File: src/rtl/video_decode.sv
// Decodes a monochrome arcade video stream into RGB with active-area coordinates,
// and measures line/frame timing to report when the incoming sync is stable.
module video_decode #(
  parameter logic [23:0] FG_RGB      = 24'hFFFFFF,
  parameter logic [23:0] SCORE_RGB   = 24'hFFFFFF,
  parameter logic [23:0] BG_RGB      = 24'h000000,
  parameter int unsigned LOCK_FRAMES = 2
) (
  input  logic        CLK_VIDEO,
  input  logic        RESET_N,
  input  logic        VIDEO,
  input  logic        SCORE,
  input  logic        HSYNC,
  input  logic        VSYNC,
  input  logic        HBLANK,
  input  logic        VBLANK,
  output logic [23:0] RGB,
  output logic        DE,
  output logic        HS,
  output logic        VS,
  output logic [8:0]  X,
  output logic [8:0]  Y,
  output logic [9:0]  LINE_LEN,
  output logic [9:0]  FRAME_LINES,
  output logic        LOCKED
);

  localparam logic [3:0] LockCount = 4'(LOCK_FRAMES);

  typedef enum logic [1:0] {StSearch, StTrack, StLock} lock_state_e;

  lock_state_e state_q, state_d;
  logic        hsync_q, vsync_q, hblank_q;
  logic [23:0] rgb_q, rgb_d;
  logic        de_q;
  logic [8:0]  x_q, y_q, x_cnt_q, x_cnt_d, y_cnt_q, y_cnt_d;
  logic [9:0]  clk_cnt_q, clk_cnt_d, line_cnt_q, line_cnt_d, line_inc;
  logic [9:0]  line_len_q, line_len_d, frame_lines_q, frame_lines_d;
  logic        len_valid_q, mismatch_q, mismatch_d, ref_valid_q, ref_valid_d;
  logic [3:0]  match_q, match_d;
  logic        locked_q;

  logic hs_rise, vs_rise, hb_rise, de_in, wdog;
  logic len_diff, mismatch_now, frame_diff;

  always_comb begin
    hs_rise = HSYNC & ~hsync_q;
    vs_rise = VSYNC & ~vsync_q;
    hb_rise = HBLANK & ~hblank_q;
    de_in   = ~HBLANK & ~VBLANK;
    wdog    = (clk_cnt_q == 10'h3FF);

    rgb_d = BG_RGB;
    if (de_in) begin
      if (VIDEO) begin
        rgb_d = FG_RGB;
      end else if (SCORE) begin
        rgb_d = SCORE_RGB;
      end
    end

    x_cnt_d = x_cnt_q;
    if (HBLANK) begin
      x_cnt_d = '0;
    end else if (de_in && x_cnt_q != 9'h1FF) begin
      x_cnt_d = x_cnt_q + 9'd1;
    end

    y_cnt_d = y_cnt_q;
    if (VBLANK) begin
      y_cnt_d = '0;
    end else if (hb_rise && y_cnt_q != 9'h1FF) begin
      y_cnt_d = y_cnt_q + 9'd1;
    end

    clk_cnt_d  = clk_cnt_q;
    line_len_d = line_len_q;
    if (hs_rise) begin
      clk_cnt_d  = 10'd1;
      line_len_d = clk_cnt_q;
    end else if (!wdog) begin
      clk_cnt_d = clk_cnt_q + 10'd1;
    end

    // The first length after reset is a partial line and has nothing valid to compare to.
    len_diff     = hs_rise & len_valid_q & (clk_cnt_q != line_len_q);
    mismatch_now = mismatch_q | len_diff;

    // A coincident HSYNC edge belongs to the frame being closed by VSYNC.
    line_inc = line_cnt_q;
    if (hs_rise && line_cnt_q != 10'h3FF) begin
      line_inc = line_cnt_q + 10'd1;
    end
    frame_diff = ref_valid_q & (line_inc != frame_lines_q);

    line_cnt_d    = vs_rise ? 10'd0 : line_inc;
    frame_lines_d = vs_rise ? line_inc : frame_lines_q;
    mismatch_d    = vs_rise ? 1'b0 : mismatch_now;
  end

  always_comb begin
    state_d     = state_q;
    match_d     = match_q;
    ref_valid_d = ref_valid_q;
    if (wdog) begin
      state_d     = StSearch;
      match_d     = '0;
      ref_valid_d = 1'b0;
    end else if (vs_rise) begin
      unique case (state_q)
        StSearch: begin
          state_d = StTrack;
          match_d = '0;
        end
        StTrack: begin
          ref_valid_d = 1'b1;
          if (!mismatch_now && !frame_diff) begin
            match_d = match_q + 4'd1;
            if (match_d == LockCount) begin
              state_d = StLock;
            end
          end else begin
            match_d = '0;
          end
        end
        StLock: begin
          ref_valid_d = 1'b1;
          if (mismatch_now || frame_diff) begin
            state_d = StTrack;
            match_d = '0;
          end
        end
        default: state_d = StSearch;
      endcase
    end
  end

  always_ff @(posedge CLK_VIDEO or negedge RESET_N) begin
    if (!RESET_N) begin
      hsync_q       <= 1'b0;
      vsync_q       <= 1'b0;
      hblank_q      <= 1'b0;
      rgb_q         <= BG_RGB;
      de_q          <= 1'b0;
      x_q           <= '0;
      y_q           <= '0;
      x_cnt_q       <= '0;
      y_cnt_q       <= '0;
      clk_cnt_q     <= '0;
      line_cnt_q    <= '0;
      line_len_q    <= '0;
      frame_lines_q <= '0;
      len_valid_q   <= 1'b0;
      mismatch_q    <= 1'b0;
      ref_valid_q   <= 1'b0;
      match_q       <= '0;
      state_q       <= StSearch;
      locked_q      <= 1'b0;
    end else begin
      hsync_q       <= HSYNC;
      vsync_q       <= VSYNC;
      hblank_q      <= HBLANK;
      rgb_q         <= rgb_d;
      de_q          <= de_in;
      x_q           <= de_in ? x_cnt_q : 9'd0;
      y_q           <= de_in ? y_cnt_q : 9'd0;
      x_cnt_q       <= x_cnt_d;
      y_cnt_q       <= y_cnt_d;
      clk_cnt_q     <= clk_cnt_d;
      line_cnt_q    <= line_cnt_d;
      line_len_q    <= line_len_d;
      frame_lines_q <= frame_lines_d;
      len_valid_q   <= len_valid_q | hs_rise;
      mismatch_q    <= mismatch_d;
      ref_valid_q   <= ref_valid_d;
      match_q       <= match_d;
      state_q       <= state_d;
      locked_q      <= (state_d == StLock);
    end
  end

  assign RGB         = rgb_q;
  assign DE          = de_q;
  assign HS          = hsync_q;
  assign VS          = vsync_q;
  assign X           = x_q;
  assign Y           = y_q;
  assign LINE_LEN    = line_len_q;
  assign FRAME_LINES = frame_lines_q;
  assign LOCKED      = locked_q;

endmodule

File: config.mk
export PLATFORM = sky130hd
export DESIGN_NAME = video_decode
export DESIGN_NICKNAME = d
export VERILOG_FILES = /design/src/rtl/video_decode.sv
export SDC_FILE = /design/constraint.sdc
export NUM_CORES = 1
export LEC_CHECK = 0
export CAP_MARGIN = 10
export CORE_MARGIN = 2
export CORE_UTILIZATION = 49
export CTS_CLUSTER_DIAMETER = 50
export DETAILED_ROUTE_END_ITERATION = 12
export PLACE_DENSITY = 0.77
export SLEW_MARGIN = 40
export SYNTH_ARGS = -nofsm -noshare
export SYNTH_HDL_FRONTEND = slang
export SYNTH_SLANG_ARGS = --single-unit
File: constraint.sdc
create_clock -name CLK_VIDEO -period 2.78 [get_ports CLK_VIDEO]
set_input_delay 0.278 -clock CLK_VIDEO [delete_from_list [all_inputs] [get_ports CLK_VIDEO]]
set_output_delay 0.278 -clock CLK_VIDEO [all_outputs]
set_load 0.1 [all_outputs]
==> out/qor.yml, run 1 <==
global_routing:
  antenna_found_initial: 0
  grt_overflow_total: 0
  grt_busiest_layer: "met2"
  gr-usage-met1: 0.287
  met2_usage: 0.369
  grt_usage: 0.220
  grt_max_degree: 51
  grt_pass1_wl_mm: 18.0
  grtUsageMet3: 0.0438
  grt_pass1_vias: 3739
power_and_ir_drop:
  p_sw_frac: 0.389
  fin_total_pwr_mw: 3.57
  intPower_mw: 2.18
  ir_drop_mv: 0.308
  clkPwrFrac: 0.256
  power_frac_seq: 0.435
  leakage_nw: 2.70
  power_switching_mw: 1.39
  power.density_nw_per_um2: 633
  p_comb_frac: 0.309
layout:
  areaGrowthSynthToFinish_pct: 19.0
  final_common_cell: "buf_4"
  final_layout_size_suffix_gt1_frac: 0.225
  fin_nets: 584
  final_util: 0.604
  diodes: 0
  final_cell_mix: "buf_4 (97), dfrtp_1 (90), nand2_1 (65)"
worst_setup_path:
  cp_max_fo: 4
  cp.arrival_ns: 2.91
  max_stage_delay_ns: 0.53
  crit_required_ns: 3.06
  start_kind: "register"
  crit_slowest_cell: "or4_4"
  path_cells: "ha_2, and3b_1, a31oi_2, buf_4, nor3_1, or4_4, nor4_4, a21bo_2, o211ai_2, o22ai_1"
  worst_setup_path_end_kind: "register"
  path_class: "register to register"
logic_synthesis:
  synth_flop_cell: "dfrtp_1"
  syn_nets: 516
  synthesis.area_um2: 4740
  syn_inst: 496
  ys_seq_area_frac: 0.481
  synth_area_per_cell_um2: 9.55
  ys_warn_count: 0
  synth_edf_count: 0
  ys_ff_latch: 91
  synth.distinct_cells: 54
  async_flop_share: 1.00
floorplanning:
  fp.dieH_um: 102
  start_util: 0.508
  rows: 35
  fp.dieArea_um2: 10500
  core_um2: 9330
  die_width_um: 102
  ios: 74
clocking:
  root_buffer: "clkbuf_8"
  clk_path_buf_depth: 2
  clk_latency_ns: 0.36
  cts_sinks: 91
  cts_inserted_buffers: 9
  tritoncts: "done"
  cts_max_level: 3
  cts.reportedPaths.clkPinSlew_ns: 0.09
placement:
  gp_congestion: 0.900
  place_ws_ns: -0.109
  dp_hpwl_mm: 7.82
  io_buffers: 73
sta:
  setup-violations-final: 0
  finalHoldViolCount: 0
  fin_hold_ws_ns: 0.407
  maxSlewHeadroom: 0.550
  fin_skew_ns: 0.00972
  drv_slew: 0
  min_period_over_period: 0.946
  max_freq_ghz: 0.380
  fin_crit_ns: 2.63
  worst_pin_slew_ns: 0.675
  finalWorstSetupSlack_ns: 0.151
route:
  post-route-drc-count: 0
  wl_per_cell_um: 15.6
  antenna_left: 0
  firstDrtPassIters: 5
  avgViaCountPerCell: 5.40
  drt_wl_total_mm: 10.9
  vias: 3766
  drt-initial-drc-count: 184
outcome:
  outcome: "completed"
min_path:
  worstHoldPathType: "primary input to register"
run:
  drv_cap: 0
-- final cells by class --
| cell class | count | area [um^2] |
|---|---|---|
| multi-input cells | 349 | 2150 |
| inverters | 8 | 30.0 |
| well taps | 129 | 161 |
| flip-flops and latches | 91 | 2280 |
| clock buffers | 9 | 124 |
| repair buffers | 105 | 818 |
| clock inverters | 7 | 75.1 |
| fillers | 810 | 3690 |
-- state kept, by name, summed over array words and instances (netlist names), 2 cells and up --
| signal | flops |
|---|---|
| y_cnt_q | 9 |
| state_q | 2 |
| LINE_LEN | 10 |
| x_cnt_q | 9 |
| clk_cnt_q | 10 |
| X | 9 |
| line_cnt_q | 10 |
| Y | 9 |
| FRAME_LINES | 10 |
| match_q | 4 |
-- per-stage QoR --
stage          setup TNS, ns  instance area [um^2]  std cells
5_1_grt             -0.00779                  5640        698
6_report                   0                  5640        698
4_1_cts                    0                  5620        697
3_3_place_gp          -0.197                  5410        680
2_1_floorplan              0                  4740        496
3_5_place_dp          -0.401                  5410        680
-- path summary, 6_finish.rpt --
kind / from / endpoint / slack [ns] / cells past startpoint
setup / recovery: line_cnt_q[0] / match_q[1] / 0.15 / 10
hold / removal: VSYNC / VS / 0.41 / 1
setup reg to reg: line_cnt_q[0] / match_q[1] / 0.15 / 10
hold reg to reg: len_valid_q / len_valid_q / 0.49 / 1
max in group asynchronous: RESET_N / X[1] / 1.62 / 3
min in group asynchronous: RESET_N / LINE_LEN[5] / 0.48 / 2
-- cells in the mapped netlist, drive strengths merged, types with 2 or more instances --
cell / count / share of area
a211oi: 3 / 0.0085
a21boi: 2 / 0.0032
a21oi: 11 / 0.012
a221o: 2 / 0.0042
a221oi: 3 / 0.0055
a31oi: 4 / 0.0053
and2: 20 / 0.026
and3: 4 / 0.0053
and3b: 2 / 0.0037
and4: 4 / 0.0079
buf: 29 / 0.046
clkbuf: 19 / 0.015
dfrtp: 91 / 0.48
ha: 12 / 0.032
inv: 8 / 0.0063
mux2i: 6 / 0.013
nand2: 65 / 0.051
nand2b: 7 / 0.0092
nand3: 21 / 0.022
nand3b: 2 / 0.0032
nand4: 16 / 0.021
nand4b: 2 / 0.0037
nor2: 48 / 0.038
nor2b: 4 / 0.0053
nor3: 13 / 0.014
nor4: 5 / 0.0098
nor4b: 2 / 0.0037
o211ai: 3 / 0.0058
o21ai: 25 / 0.026
o221ai: 2 / 0.0037
o22ai: 4 / 0.0053
or2: 2 / 0.0026
or3: 4 / 0.0053
xnor2: 12 / 0.022
xor2: 28 / 0.052
-- critical path: cells and delay by family (launching register included) --
family | cells | cell delay [ns]
simple gates | 4 | 1.03
compound gates | 4 | 0.76
flops | 1 | 0.40
fa+ha+maj | 1 | 0.21
buf+inv | 1 | 0.14
-- metal layers --
metal / up-vias / share of wire
li1: 1815 / -
met1: 1845 / 0.44
met2: 93 / 0.50
met3: 13 / 0.048
met4: 0 / 0.013
met5: - / 0
-- power groups by stage --
stage	clock network, mW	registers (mW)	logic, mW
final	0.912	1.55	1.10
after CTS	0.930	1.55	1.08
after global routing	0.995	1.58	1.18
after global placement	0	1.57	1.05
after detailed placement	0	1.58	1.08
after floorplan	0	1.80	0.595
-- logic make-up (layout without fill, tap and decap cells) --
| family | count (synthesis) | count (layout) | synth area share |
|---|---|---|---|
| simple gates | 224 | 224 | 0.239 |
| flops | 91 | 91 | 0.481 |
| compound gates | 67 | 67 | 0.0951 |
| mux | 6 | 6 | 0.0127 |
| fa+ha+maj | 12 | 12 | 0.0317 |
| xor+xnor | 40 | 40 | 0.0739 |
| buf+inv | 56 | 129 | 0.0673 |
-- timing repair --
item / CTS / global route
buffers inserted: 0 / 1
hold endpoints to repair: 49 / 0
hold buffers: 1 / 0
resized for setup: 0 / 3
setup endpoints to repair: 0 / 6
(Power assumes the default switching activity.)
==> run 2, diff against run 1 <==
--- a/config.mk
+++ b/config.mk
@@ -7,10 +7,10 @@
 export LEC_CHECK = 0
 export CAP_MARGIN = 10
 export CORE_MARGIN = 2
-export CORE_UTILIZATION = 49
+export CORE_UTILIZATION = 54
 export CTS_CLUSTER_DIAMETER = 50
 export DETAILED_ROUTE_END_ITERATION = 12
-export PLACE_DENSITY = 0.77
+export PLACE_DENSITY = 0.8
 export SLEW_MARGIN = 40
 export SYNTH_ARGS = -nofsm -noshare
 export SYNTH_HDL_FRONTEND = slang
==> constraint.sdc (replaced) <==
create_clock -name CLK_VIDEO -period 2.9 [get_ports CLK_VIDEO]
set_input_delay 0.29 -clock CLK_VIDEO [delete_from_list [all_inputs] [get_ports CLK_VIDEO]]
set_output_delay 0.29 -clock CLK_VIDEO [all_outputs]
set_load 0.1 [all_outputs]
==> run 2 against run 1 <==
Compared with the run above: core utilization increased by 4.0 points; setup slack improved by 0.044 ns; count of clock-buffer cells in the layout grew 1; clock skew rose by 0.0049 ns; combinational power decreased by 4%; sequential power fell by 5%; final cell count down 4.2%; register-to-register slack improved by 0.04 ns; critical endpoint is now match_q[3]; largest power group unchanged; highest routed layer unchanged.
==> out/qor.yml, run 2 (synthesis results as in run 1) <==
outcome:
  outcome: "completed"
clocking:
  postCtsSetupBuffers: 0  # unchanged
  clk_latency_ns: 0.36  # about the same
  cts_sinks: 91  # unchanged
  root_buffer: "clkbuf_8"
  cts_max_level: 3  # unchanged
  cts.reportedPaths.clkPinSlew_ns: 0.10  # about the same
  cts_inserted_buffers: 9  # unchanged
  tritoncts: "done"
  clk_path_buf_depth: 2  # unchanged
placement:
  io_buffers: 73  # unchanged
  gp_congestion: 0.899  # about the same
  dp_hpwl_mm: 7.50  # -4.2%
layout:
  diodes: 0  # unchanged
  fin_nets: 576  # -1.4%
  final_cell_mix: "dfrtp_1 (90), buf_4 (90), nand2_1 (65)"
  final_layout_size_suffix_gt1_frac: 0.210  # -0.0146
  areaGrowthSynthToFinish_pct: 17.0
worst_setup_path:
  rrSetupSlack_ns: 0.19  # +0.04 ns
  crit_required_ns: 3.18  # +0.12 ns
  max_stage_delay_ns: 0.56  # +0.03 ns
  path_class: "register to register"
  worst_setup_path_end_kind: "register"
  cp_max_fo: 6  # +2
  cp_top_family: "simple AND/OR/NAND/NOR gates"
  start_kind: "register"
  crit_buf_inv: 0  # -1
  cp.arrival_ns: 2.99  # +0.08 ns
  crit_slowest_cell: "or4_4"
  path_cells: "ha_2, nand4_1, a211oi_4, a21oi_1, or4_4, nor4_4, a21bo_1, o211ai_2, o22ai_1"
route:
  wl_per_cell_um: 15.5  # -0.67%
  antenna_left: 0  # unchanged
  vias: 3708  # -1.5%
  drt-initial-drc-count: 209  # +14%
  firstDrtPassIters: 4  # -1
  drt_wl_total_mm: 10.4  # -4.8%
  avgViaCountPerCell: 5.54  # +2.7%
  post-route-drc-count: 0  # unchanged
sta:
  maxSlewHeadroom: 0.470  # -0.0801
  fin_hold_ws_ns: 0.427  # +0.0199 ns
  rsz0062_at_grt: "no"
  max_freq_ghz: 0.370  # -2.8%
  fin_skew_ns: 0.0146  # +0.00489 ns
  fin_crit_ns: 2.71  # +0.0763 ns
  min_period_over_period: 0.933  # -0.0128
  setup-violations-final: 0  # unchanged
  finalHoldViolCount: 0  # unchanged
  drv_slew: 0  # unchanged
  worst_pin_slew_ns: 0.775  # +0.100 ns
  tns_ns: 0  # unchanged
power_and_ir_drop:
  ir_drop_mv: 0.256  # -17%
  power.density_nw_per_um2: 617  # -2.5%
  leakage_nw: 2.65  # -1.9%
  fin_total_pwr_mw: 3.42  # -4.2%
floorplanning:
  fp.dieArea_um2: 9540  # -8.9%
  fp.dieH_um: 97.7  # -4.6%
  start_util: 0.551  # +0.0434
  rows: 34  # -2.9%
  core_um2: 8590  # -7.9%
  die_width_um: 97.7  # -4.6%
  ios: 74  # unchanged
global_routing:
  antenna_found_initial: 0  # unchanged
  grt_usage: 0.223  # +0.00220
  grt_max_degree: 50  # -2.0%
  grt_overflow_total: 0  # unchanged
  grt_pass1_vias: 3604  # -3.6%
  grt_pass1_wl_mm: 17.5  # -3.0%
min_path:
  worstHoldPathType: "primary input to register"
run:
  drv_cap: 0  # unchanged
run 2: changes by cell type in the layout (fill, tap and decap cells not counted), sizes merged:
cell and delta:
buf -8, clkinv -3, clkinvlp +2, clkbuf +1
run 2: final cells by class:
type / count / area [um^2]
clock buffer: 10 / 128
clock inverter: 6 / 73.8
fill: 708 / 3050
inverter: 8 / 30.0
multi-input combinational: 349 / 2150
sequential: 91 / 2280
tap: 108 / 135
timing repair buffer: 97 / 746
run 2: path summary, 6_finish.rpt:
path / to / depth (start not counted) / from
setup reg to reg: match_q[3] / 9 / line_cnt_q[0]
max in group asynchronous: ref_valid_q / 3 / RESET_N
min in group asynchronous: FRAME_LINES[4] / 2 / RESET_N
hold / removal: VS / 1 / VSYNC
setup / recovery: match_q[3] / 9 / line_cnt_q[0]
hold reg to reg: len_valid_q / 1 / len_valid_q
run 2: layer usage:
layer	vias up	track usage	part of all wire
li1	1799	-	-
met1	1795	0.306	0.45
met2	96	0.358	0.49
met3	18	0.0374	0.046
met4	0	0.0801	0.019
met5	-	0	0
run 2: per-stage QoR:
stage | util | setup slack [ns] | instances | area (um^2)
2_1_floorplan | - | 0.171 | 496 | 4740
3_3_place_gp | 0.619 | 0.0423 | 652 | 5320
3_5_place_dp | 0.619 | 0.0298 | 652 | 5320
4_1_cts | 0.644 | 0.0980 | 669 | 5530
5_1_grt | 0.645 | 0.0112 | 669 | 5540
6_report | 0.645 | 0.194 | 669 | 5540
run 2: power by group:
group / switching, mW / leakage, nW / total, mW / internal (mW)
combinational: 0.737 / 1.32 / 1.06 / 0.320
clock: 0.480 / 0.0950 / 0.890 / 0.410
sequential: 0.114 / 1.23 / 1.47 / 1.36
run 2: what timing repair did:
item / 4_1_cts / 5_1_grt
resized for setup: 0 / 2
endpoints found under the setup margin: 0 / 6
hold buffers: 1 / 0
endpoints found under the hold margin: 47 / 0
==> run 3, diff against run 2 <==
--- a/config.mk
+++ b/config.mk
@@ -15,3 +15,4 @@
 export SYNTH_ARGS = -nofsm -noshare
 export SYNTH_HDL_FRONTEND = slang
 export SYNTH_SLANG_ARGS = --single-unit
+export TNS_END_PERCENT = 20
==> results of run 3 <==
The final DEF is identical to that of run 2; final timing and power are the same.
